[src/rtl/bitonic_sorter_16.sv]
// rtl/bitonic_sorter_16.sv - fully pipelined 16-lane bitonic sorter with signed/unsigned mode
module bitonic_sorter_16 #(
    parameter int DATAWIDTH  = 8,
    parameter int DATALENGTH = 16
) (
    input  logic                 clk_i,
    input  logic                 rst_i,
    input  logic                 sign_ctrl_i,
    input  logic [DATAWIDTH-1:0] x_i [DATALENGTH-1:0],
    output logic [DATAWIDTH-1:0] y_o [DATALENGTH-1:0]
);

    localparam int IW = $clog2(DATALENGTH);

    typedef logic [DATALENGTH-1:0][DATAWIDTH-1:0] pvec_t;

    // Comparison key: flipping the MSB maps two's complement order onto unsigned order.
    function automatic logic [DATAWIDTH-1:0] sort_key(
        input logic [DATAWIDTH-1:0] v,
        input logic                 sgn
    );
        sort_key = v ^ {sgn, {(DATAWIDTH-1){1'b0}}};
    endfunction

    // One bitonic merge phase p: p compare-exchange levels at distances 2^(p-1) .. 1.
    // Phases below 4 alternate block direction; phase 4 is ascending throughout.
    function automatic pvec_t merge_phase(
        input pvec_t v_in,
        input int    p,
        input logic  sgn
    );
        pvec_t                v;
        logic [DATAWIDTH-1:0] a;
        logic [DATAWIDTH-1:0] b;
        logic                 asc;
        logic                 swap;
        v = v_in;
        for (int s = 3; s >= 0; s--) begin
            if (s < p) begin
                for (int i = 0; i < DATALENGTH; i++) begin
                    if ((i & (1 << s)) == 0) begin
                        a    = v[IW'(i)];
                        b    = v[IW'(i + (1 << s))];
                        asc  = (p >= 4) || (((i >> p) & 1) == 0);
                        // Strict comparisons: equal keys never swap.
                        swap = asc ? (sort_key(a, sgn) > sort_key(b, sgn))
                                   : (sort_key(a, sgn) < sort_key(b, sgn));
                        if (swap) begin
                            v[IW'(i)]              = b;
                            v[IW'(i + (1 << s))]   = a;
                        end
                    end
                end
            end
        end
        merge_phase = v;
    endfunction

    pvec_t x_d, x_q;
    pvec_t p1_d, p1_q;
    pvec_t p2_d, p2_q;
    pvec_t p3_d, p3_q;
    pvec_t y_d, y_q;
    logic  s0_q, s1_q, s2_q, s3_q;

    // Flatten the input array and compute each phase from the previous register.
    always_comb begin
        x_d = '0;
        for (int i = 0; i < DATALENGTH; i++) begin
            x_d[IW'(i)] = x_i[IW'(i)];
        end
        p1_d = merge_phase(x_q,  1, s0_q);
        p2_d = merge_phase(p1_q, 2, s1_q);
        p3_d = merge_phase(p2_q, 3, s2_q);
        y_d  = merge_phase(p3_q, 4, s3_q);
    end

    // Pipeline registers; the mode bit travels with its vector so each sorts in its own mode.
    always_ff @(posedge clk_i) begin
        if (rst_i) begin
            x_q  <= '0;
            p1_q <= '0;
            p2_q <= '0;
            p3_q <= '0;
            y_q  <= '0;
            s0_q <= 1'b0;
            s1_q <= 1'b0;
            s2_q <= 1'b0;
            s3_q <= 1'b0;
        end else begin
            x_q  <= x_d;
            p1_q <= p1_d;
            p2_q <= p2_d;
            p3_q <= p3_d;
            y_q  <= y_d;
            s0_q <= sign_ctrl_i;
            s1_q <= s0_q;
            s2_q <= s1_q;
            s3_q <= s2_q;
        end
    end

    // Present the output register as the unpacked result array.
    always_comb begin
        for (int i = 0; i < DATALENGTH; i++) begin
            y_o[IW'(i)] = y_q[IW'(i)];
        end
    end

endmodule

[config.mk]
export PLATFORM = sky130hd
export DESIGN_NAME = bitonic_sorter_16
export DESIGN_NICKNAME = d
export VERILOG_FILES = /design/src/rtl/bitonic_sorter_16.sv
export SDC_FILE = /design/constraint.sdc
export NUM_CORES = 1
export LEC_CHECK = 0
export CAP_MARGIN = 20
export CORE_ASPECT_RATIO = 1.5
export CORE_MARGIN = 1
export CORE_UTILIZATION = 50
export CTS_CLUSTER_SIZE = 16
export DETAILED_ROUTE_END_ITERATION = 7
export PLACE_DENSITY = 0.73
export SLEW_MARGIN = 20
export SYNTH_ARGS = -nofsm -noshare
export SYNTH_HDL_FRONTEND = slang
export SYNTH_SLANG_ARGS = --single-unit
[constraint.sdc]
create_clock -name clk_i -period 10.6 [get_ports clk_i]
set_clock_uncertainty 0.05 [all_clocks]
set_input_delay 1.59 -clock clk_i [delete_from_list [all_inputs] [get_ports clk_i]]
set_output_delay 1.59 -clock clk_i [all_outputs]
set_load 0.1 [all_outputs]
; Word-level counts from Yosys, hierarchy flattened
; Cells that the tools add are included.
[word_totals]
word_cells = 208
output_inout_bits = 128
regBits = 324
[classes]
mux = 56
n_lt_le_gt_ge = 36
bitwise_logic = 72
[ops]
columns = cell, count
row1 = $xor A8 B8 Y8, 72
row2 = $mux W8, 40
row3 = $mux W16, 16
row4 = $gt A8 B8 Y1, 30
row5 = $lt A8 B8 Y1, 6

; Logic depth before layout (Yosys ltp)
; Gate-level depths: netlist of run 1.
[logic_depth]
ltp_word = 9
mapped_depth = 34
mapped_depth_nobuf = 28

; Least setup slack after synthesis of run 1
; No wires, ideal clock.
[synth_timing]
kind = reg2reg
start = reg s3_q
end = reg y_q (netlist bit y_o[41])
path_stages_with_launch = 32
setup_slack_ns = 3.772
arrival_time_ns = 6.701
required_ns = 10.473
cell_sequence = dfxtp_1 clkbuf_1 buf_1 xnor2_1 ha_1 nand4_1 nor2_2 nor2_1 a21oi_1 buf_1 mux2_2 ha_1 a21o_1 a21oi_1 nor2b_1 a2111oi_2 o2111a_1 a211oi_1 o21bai_2 buf_4 mux2i_1 inv_1 ha_1 a21o_1 a21o_1 a21oi_1 o21ai_0 o21a_1 or2_2 clkbuf_1 clkbuf_1 o22ai_1
[synth_between]
elab_chain_cells = 9
word_cells_on_any_way = 28
[synth_rtl]
columns = element, line_no
row1 = "start, declared", 64  ; logic s0_q, s1_q, s2_q, s3_q;
row2 = "start signal, assigned", 99  ; s3_q <= s2_q;
row3 = $xor A8 B8 Y8, -
row4 = $gt A8 B8 Y1, 46  ; swap = asc ? (sort_key(a, sgn) > sort_key(b, sgn))
row5 = $mux W8, 48  ; if (swap) begin
row6 = "$xor A8 B8 Y8, on equally long branches", -
row7 = $gt A8 B8 Y1, 46
row8 = $mux W8, 48
row9 = $xor A8 B8 Y8, 22  ; sort_key = v ^ {sgn, {(DATAWIDTH-1){1'b0}}};
row10 = $gt A8 B8 Y1, 46
row11 = $mux W16 (*), 48
row12 = "end signal, assigned", 95  ; y_q <= y_d;
row13 = "end, declared", 63  ; pvec_t y_d, y_q;
; Mark *: on every way between the ends. The rest lies on a longest branch, timed or not.
; A chain may end at the register's enable or synchronous reset.

; Worst setup path after layout of run 1
[layout_timing]
start = reg s3_q
end = reg y_q (netlist bit y_o[3])
[layout_between]
elab_chain_cells = 9
word_cells_on_any_way = 28
[layout_rtl]
columns = element, line_no
row1 = $xor A8 B8 Y8, -
row2 = $gt A8 B8 Y1, 46
row3 = $mux W8, 48
row4 = $xor A8 B8 Y8, -
row5 = $gt A8 B8 Y1, 46
row6 = $mux W8, 48
row7 = $xor A8 B8 Y8, 22
row8 = $gt A8 B8 Y1, 46
row9 = $mux W16 (*), 48
; Marks and branches as above.

==> impl_metrics.env, run 1 <==
export IMPL_fp_dieH_um=259
export IMPL_route_detailed_vias_per_inst=5.60
export IMPL_areaGrowthSynthToFinish_pct=11.1
export IMPL_cts_path_max_buffers=3
export IMPL_cts_hold_bufs=0
export IMPL_critPathLaunchType="flip-flop"
export IMPL_rsz0062_at_grt="no"
export IMPL_worst_hold_path_type="reg -> reg"
export IMPL_drtAntennaViolNets=0
export IMPL_finalHoldViolations=0
export IMPL_rows=93
export IMPL_dr_total_vias=17500
export IMPL_grt_met3_usage_pct=2.69
export IMPL_diodes=0
export IMPL_detail_route_wl_per_cell_um=18.5
export IMPL_mappedNetlistArea_mm2=0.0220
export IMPL_grt_pass1_vias=17100
export IMPL_timing_max_transition_violations_final=0
export IMPL_final_setup_viol_count=0
export IMPL_synth_unique_cells=89
export IMPL_slowest_stage_cell_cp="sky130_fd_sc_hd__dfxtp_2"
export IMPL_timing_final_crit_share_pct=71.2
export IMPL_post_dp_hpwl_um=47800
export IMPL_htreeDepth=1
export IMPL_synthTopCellsByArea="sky130_fd_sc_hd__dfxtp_1, sky130_fd_sc_hd__ha_1, sky130_fd_sc_hd__mux2i_1"
export IMPL_fmaxAchievable_mhz=133
export IMPL_place_area_mm2=0.0234
export IMPL_synth_top_area_share_pct=29.4
export IMPL_die_area_mm2=0.0449
export IMPL_cp_common_cell="sky130_fd_sc_hd__ha_1"
export IMPL_dr_first_iter_drc_count=721
export IMPL_path_max_fanout=24
export IMPL_maxSlewHeadroom_pct=29.5
export IMPL_critical_path_class="reg -> reg"
export IMPL_post_route_minimum_period_ns=7.54
export IMPL_status="complete, no violations"
export IMPL_cts_setup_buffers=0
export IMPL_numCtsBuffers=30
export IMPL_syn_avg_cell_area_um2=8.95
export IMPL_worst_slew_pin_transition_ns=1.05
export IMPL_worstPathArrival_ns=7.93
export IMPL_global_route_usage_total_pct=25.4
export IMPL_most_frequent_cells_after_synthesis="sky130_fd_sc_hd__dfxtp_1, sky130_fd_sc_hd__ha_1, sky130_fd_sc_hd__inv_1"
export IMPL_ys_seq_elements=324
export IMPL_synth_flop_cell="sky130_fd_sc_hd__dfxtp_1"
export IMPL_grt_ovfl_total=0
export IMPL_postSynth_asyncResetShare_pct=0
export IMPL_use_met1_pct=21.7
export IMPL_gp_congestion=0.989
export IMPL_final_layout_size_suffix_gt1_share_pct=10.5
export IMPL_final_routed_drc_violation_total=0
export IMPL_synth_enable_flop_cells=0
export IMPL_drt_pass_1_iters=5
export IMPL_cp_data_required_time_ns=10.98
export IMPL_final_wl_um=57800
export IMPL_grt_start_max_net_pins=134
export IMPL_initial_antenna_violation_count=1
export IMPL_postSynthCellCount=2462
export IMPL_end_kind="flip-flop"
export IMPL_most_frequent_cell_after_synthesis="sky130_fd_sc_hd__dfxtp_1"
export IMPL_yosysWarnings=64
export IMPL_horizontal_die_dimension_um=173
export IMPL_top_usage_layer="met2"
export IMPL_synth_seq_area_share_pct=29.4
export IMPL_worst_skew_pair_late_latency_ns=0.59
export IMPL_core_region_area_mm2=0.0432
export IMPL_cts_tree="yes"
export IMPL_maxCapViolCount=0
export IMPL_path_delay_family="compound AO/OA/AOI/OAI gates"
export IMPL_finish_instance_area_mm2=0.0245
export IMPL_ctsRootBufferMaster="sky130_fd_sc_hd__clkbuf_16"
export IMPL_cts_repair_resized=0
export IMPL_totalNegativeSetupSlack_ns=0
export IMPL_nNetsFinal=2929
export IMPL_crit_buf_inv=1
export IMPL_starting_utilization_of_the_core_area_pct=51.0
export IMPL_worst_setup_hold_path_clk_slew_ns=0.07
export IMPL_clock_sink_count=324
export IMPL_io_buffers=130
export IMPL_cp_slowest_stage_delay_ns=0.86
export IMPL_ioPinCount=259
export IMPL_gr_usage_met2_pct=50.3
export IMPL_grt_pass1_wl_um=89000
export IMPL_post_synth_top_area_cell="sky130_fd_sc_hd__dfxtp_1"
worst register-to-register path, delay by kind of cell (launching register included):
family,cells,cell delay (ns)
muxes,2,0.97
adders and majority gates,3,1.04
AOI/OAI and AO/OA,12,2.94
and+or+nand+nor,5,0.94
xor gates and xnor gates,2,0.30
buffers and inverters,1,0.29
DFF,1,0.86
sequential cells by signal, summed over array words and instances (netlist names):
| signal | flops |
|---|---|
| x_q | 64 |
| y_o | 64 |
| s2_q | 1 |
| p1_q | 64 |
| p3_q | 64 |
| s0_q | 1 |
| s3_q | 1 |
| p2_q | 64 |
| s1_q | 1 |
logic make-up (layout without fill, tap and decap cells):
kind of cell / Yosys count / count (layout) / share of synthesized area [%]
muxes: 311 / 311 / 15.6
AOI/OAI and AO/OA: 541 / 541 / 16.6
buffers and inverters: 418 / 444 / 8.57
other: 1 / 64 / 0.0170
xor gates and xnor gates: 64 / 64 / 2.54
and+or+nand+nor: 533 / 533 / 11.9
DFF: 324 / 324 / 29.4
adders and majority gates: 270 / 270 / 15.3
cells in the final DEF (no fill, tap or decap), types with 64 or more instances in the layout:
master                            netlist  layout
sky130_fd_sc_hd__a21oi_1              119     119
sky130_fd_sc_hd__nor2_1               217     217
sky130_fd_sc_hd__mux2i_1              168     168
sky130_fd_sc_hd__ha_1                 270     270
sky130_fd_sc_hd__nor2b_1               89      89
sky130_fd_sc_hd__clkdlybuf4s50_1        0     129
sky130_fd_sc_hd__inv_1                246     246
sky130_fd_sc_hd__mux2_2               105     105
sky130_fd_sc_hd__dfxtp_1              324     322
sky130_fd_sc_hd__o22ai_1              121     121
sky130_fd_sc_hd__o21ai_0               80      79
sky130_fd_sc_hd__conb_1                 1      64
sky130_fd_sc_hd__nand2_1               71      71
routing by layer:
metal	vias up	part of all wire, %	routed length [µm]
met4	0	11	6070
li1	8674	-	-
met2	390	53	30800
met1	8225	33	19300
met5	-	0	0
met3	183	2.8	1630
final cells by class:
type,instances,area [µm²]
Tap cell,570,713
Fill cell,3936,18700
Clock buffer,41,853
Timing Repair Buffer,143,1400
Inverter,246,923
Multi-Input combinational cell,1783,13900
Clock inverter,14,193
Sequential cell,324,6490
worst paths after layout:
path,from,endpoint,slack [ns],cells past startpoint
setup / recovery,s3_q,y_o[3],3.06,25
hold / removal,x_q[48],p1_q[48],0.46,2
setup reg to reg,s3_q,y_o[3],3.06,25
hold reg to reg,x_q[48],p1_q[48],0.46,2
per-stage QoR:
stage | std cells | worst slack [ns] | hold WS, ns | util [%]
after floorplan | 2525 | 3.77 | 0.424 | -
after global placement | 3065 | 3.35 | 0.452 | 54.3
after detailed placement | 3066 | 3.23 | 0.451 | 54.3
after CTS | 3121 | 3.19 | 0.466 | 56.7
after global routing | 3121 | 2.67 | 0.509 | 56.7
final | 3121 | 3.06 | 0.463 | 56.7
Power of run 1 is not shown: default switching activity piles up to over one toggle a cycle in this logic, so the estimate is an artifact.
==> run 2: changes to the inputs <==
clock period = 7.8 ns   (was 10.6 ns; I/O delays follow)
==> run 2 against run 1 <==
Sequential share of layout area is 0.17 points lower. Worst hold slack better by 0.0095 ns. Final area grew 0.62%. Utilization is 0.35 points higher. Count of clock-buffer cells in the layout rose by 1. Largest cell class unchanged. Register-to-register slack got worse by 2.4 ns. Cell count increased by 0.70%. Via count grew 0.99%.
==> impl_metrics.env, run 2 (synthesis gave the netlist of run 1 again) <==
export IMPL_final_setup_viol_count=0
export IMPL_cts_setup_buffers=0
export IMPL_global_route_usage_total_pct=25.3
export IMPL_post_route_minimum_period_ns=7.13
export IMPL_totalNegativeSetupSlack_ns=0
export IMPL_final_routed_drc_violation_total=0
export IMPL_r2r_end="p3_q[6]"
export IMPL_cp_data_required_time_ns=8.21
export IMPL_maxSlewHeadroom_pct=15.9
export IMPL_r2r_start="s2_q"
export IMPL_nNetsFinal=2952
export IMPL_maxCapViolCount=0
export IMPL_most_common_layout_cells="sky130_fd_sc_hd__dfxtp_1, sky130_fd_sc_hd__ha_1, sky130_fd_sc_hd__inv_1"
export IMPL_fmaxAchievable_mhz=140
export IMPL_timing_reg2reg_worst_path_depth=26
export IMPL_rsz0062_at_grt="no"
export IMPL_final_wl_um=57800
export IMPL_hold_path_start="x_q[58]"
export IMPL_hold_path_cell_count=2
export IMPL_areaGrowthSynthToFinish_pct=11.8
export IMPL_status="complete, no violations"
export IMPL_critical_path_class="reg -> reg"
export IMPL_critPathLaunchType="flip-flop"
export IMPL_post_dp_hpwl_um=48200
export IMPL_io_buffers=130
export IMPL_worst_skew_pair_late_latency_ns=0.61
export IMPL_mostFrequentLayoutCell="sky130_fd_sc_hd__dfxtp_1"
export IMPL_min_to="p1_q[58]"
export IMPL_cts_hold_bufs=0
export IMPL_grt_start_max_net_pins=121
export IMPL_rows=93
export IMPL_horizontal_die_dimension_um=173
export IMPL_top_usage_layer="met2"
export IMPL_worst_setup_hold_path_clk_slew_ns=0.06
export IMPL_clock_sink_count=324
export IMPL_dr_first_iter_drc_count=654
export IMPL_worstPathArrival_ns=7.54
export IMPL_cts_repair_resized=0
export IMPL_timing_max_transition_violations_final=0
export IMPL_gr_usage_met2_pct=49.5
export IMPL_grt_pass1_vias=17500
export IMPL_detail_route_wl_per_cell_um=18.4
export IMPL_grt_ovfl_total=0
export IMPL_cts_path_max_buffers=3
export IMPL_diodes=0
export IMPL_worst_slew_pin_transition_ns=1.25
export IMPL_cts_tree="yes"
export IMPL_gp_congestion=0.995
export IMPL_end_kind="flip-flop"
export IMPL_ctsRootBufferMaster="sky130_fd_sc_hd__clkbuf_16"
export IMPL_dr_total_vias=17600
export IMPL_drt_pass_1_iters=5
export IMPL_worst_hold_path_type="reg -> reg"
export IMPL_grt_pass1_wl_um=89500
export IMPL_numCtsBuffers=30
export IMPL_htreeDepth=1
export IMPL_grt_met3_usage_pct=3.00
export IMPL_initial_antenna_violation_count=1
export IMPL_core_region_area_mm2=0.0432
export IMPL_drtAntennaViolNets=0
export IMPL_route_detailed_vias_per_inst=5.61
export IMPL_path_max_fanout=24
export IMPL_fp_dieH_um=259
export IMPL_die_area_mm2=0.0449
export IMPL_use_met1_pct=21.5
export IMPL_finalHoldViolations=0
export IMPL_timing_final_crit_share_pct=91.4
export IMPL_starting_utilization_of_the_core_area_pct=51.0
export IMPL_setup_reg_to_reg_worst_slack_ns=0.67
export IMPL_final_layout_size_suffix_gt1_share_pct=11.2
export IMPL_ioPinCount=259
-- run 2: worst max-delay path, cell delays in order, from the launching register on --
cell	delay [ns]
sky130_fd_sc_hd__dfxtp_1	0.67
sky130_fd_sc_hd__xnor2_1	0.17
sky130_fd_sc_hd__ha_1	0.31
sky130_fd_sc_hd__nand4_1	0.19
sky130_fd_sc_hd__a21oi_2	0.07
sky130_fd_sc_hd__o32ai_4	0.87
sky130_fd_sc_hd__nor2_1	0.09
sky130_fd_sc_hd__a21oi_1	0.27
sky130_fd_sc_hd__inv_1	0.08
sky130_fd_sc_hd__ha_1	0.32
sky130_fd_sc_hd__a21o_1	0.17
sky130_fd_sc_hd__a21o_1	0.17
sky130_fd_sc_hd__a211oi_1	0.51
sky130_fd_sc_hd__nor2_1	0.09
sky130_fd_sc_hd__a31oi_1	0.15
sky130_fd_sc_hd__nand3_1	0.48
sky130_fd_sc_hd__mux2_2	0.53
sky130_fd_sc_hd__inv_1	0.08
sky130_fd_sc_hd__ha_1	0.24
sky130_fd_sc_hd__o21a_1	0.12
sky130_fd_sc_hd__o21ai_0	0.16
sky130_fd_sc_hd__nand2b_1	0.09
sky130_fd_sc_hd__a21oi_1	0.14
sky130_fd_sc_hd__o21ai_0	0.08
sky130_fd_sc_hd__o21ai_1	0.17
sky130_fd_sc_hd__nand2b_1	0.34
sky130_fd_sc_hd__o22ai_1	0.40
-- run 2: cell type report --
class	instances	area, µm²
clock buffers	42	866
multi-input cells	1783	13900
inverters	246	923
flip-flops and latches	324	6490
well taps	570	713
repair buffers	166	1570
fillers	3860	18500
clock inverters	12	163
-- run 2: layer usage --
layer / share of wire [%] / vias to the layer above
li1: - / 8728
met1: 33 / 8213
met2: 52 / 486
met3: 3.2 / 218
met4: 12 / 0
met5: 0 / -
-- run 2: worst max path at each step --
stage | from | to | slack, ns | cells past startpoint
floorplan | s3_q | y_o[41] | 0.97 | 31
CTS | s2_q | p3_q[5] | 0.72 | 26
global route | s2_q | p3_q[5] | 0.06 | 26
detailed placement | s2_q | p3_q[5] | 0.74 | 26
global placement | s2_q | p3_q[30] | 0.89 | 27
finish | s2_q | p3_q[6] | 0.67 | 26
-- run 2: stage by stage --
stage	hold slack, ns	setup slack [ns]	instances	cell area [µm²]	utilization, %
2_1_floorplan	0.424	0.972	2525	22300	-
3_3_place_gp	0.455	0.886	3089	23600	54.7
3_5_place_dp	0.467	0.736	3089	23600	54.7
4_1_cts	0.478	0.725	3143	24600	57.0
5_1_grt	0.508	0.0575	3143	24600	57.0
6_report	0.473	0.670	3143	24600	57.0
Power of run 2 is left out for the same reason.
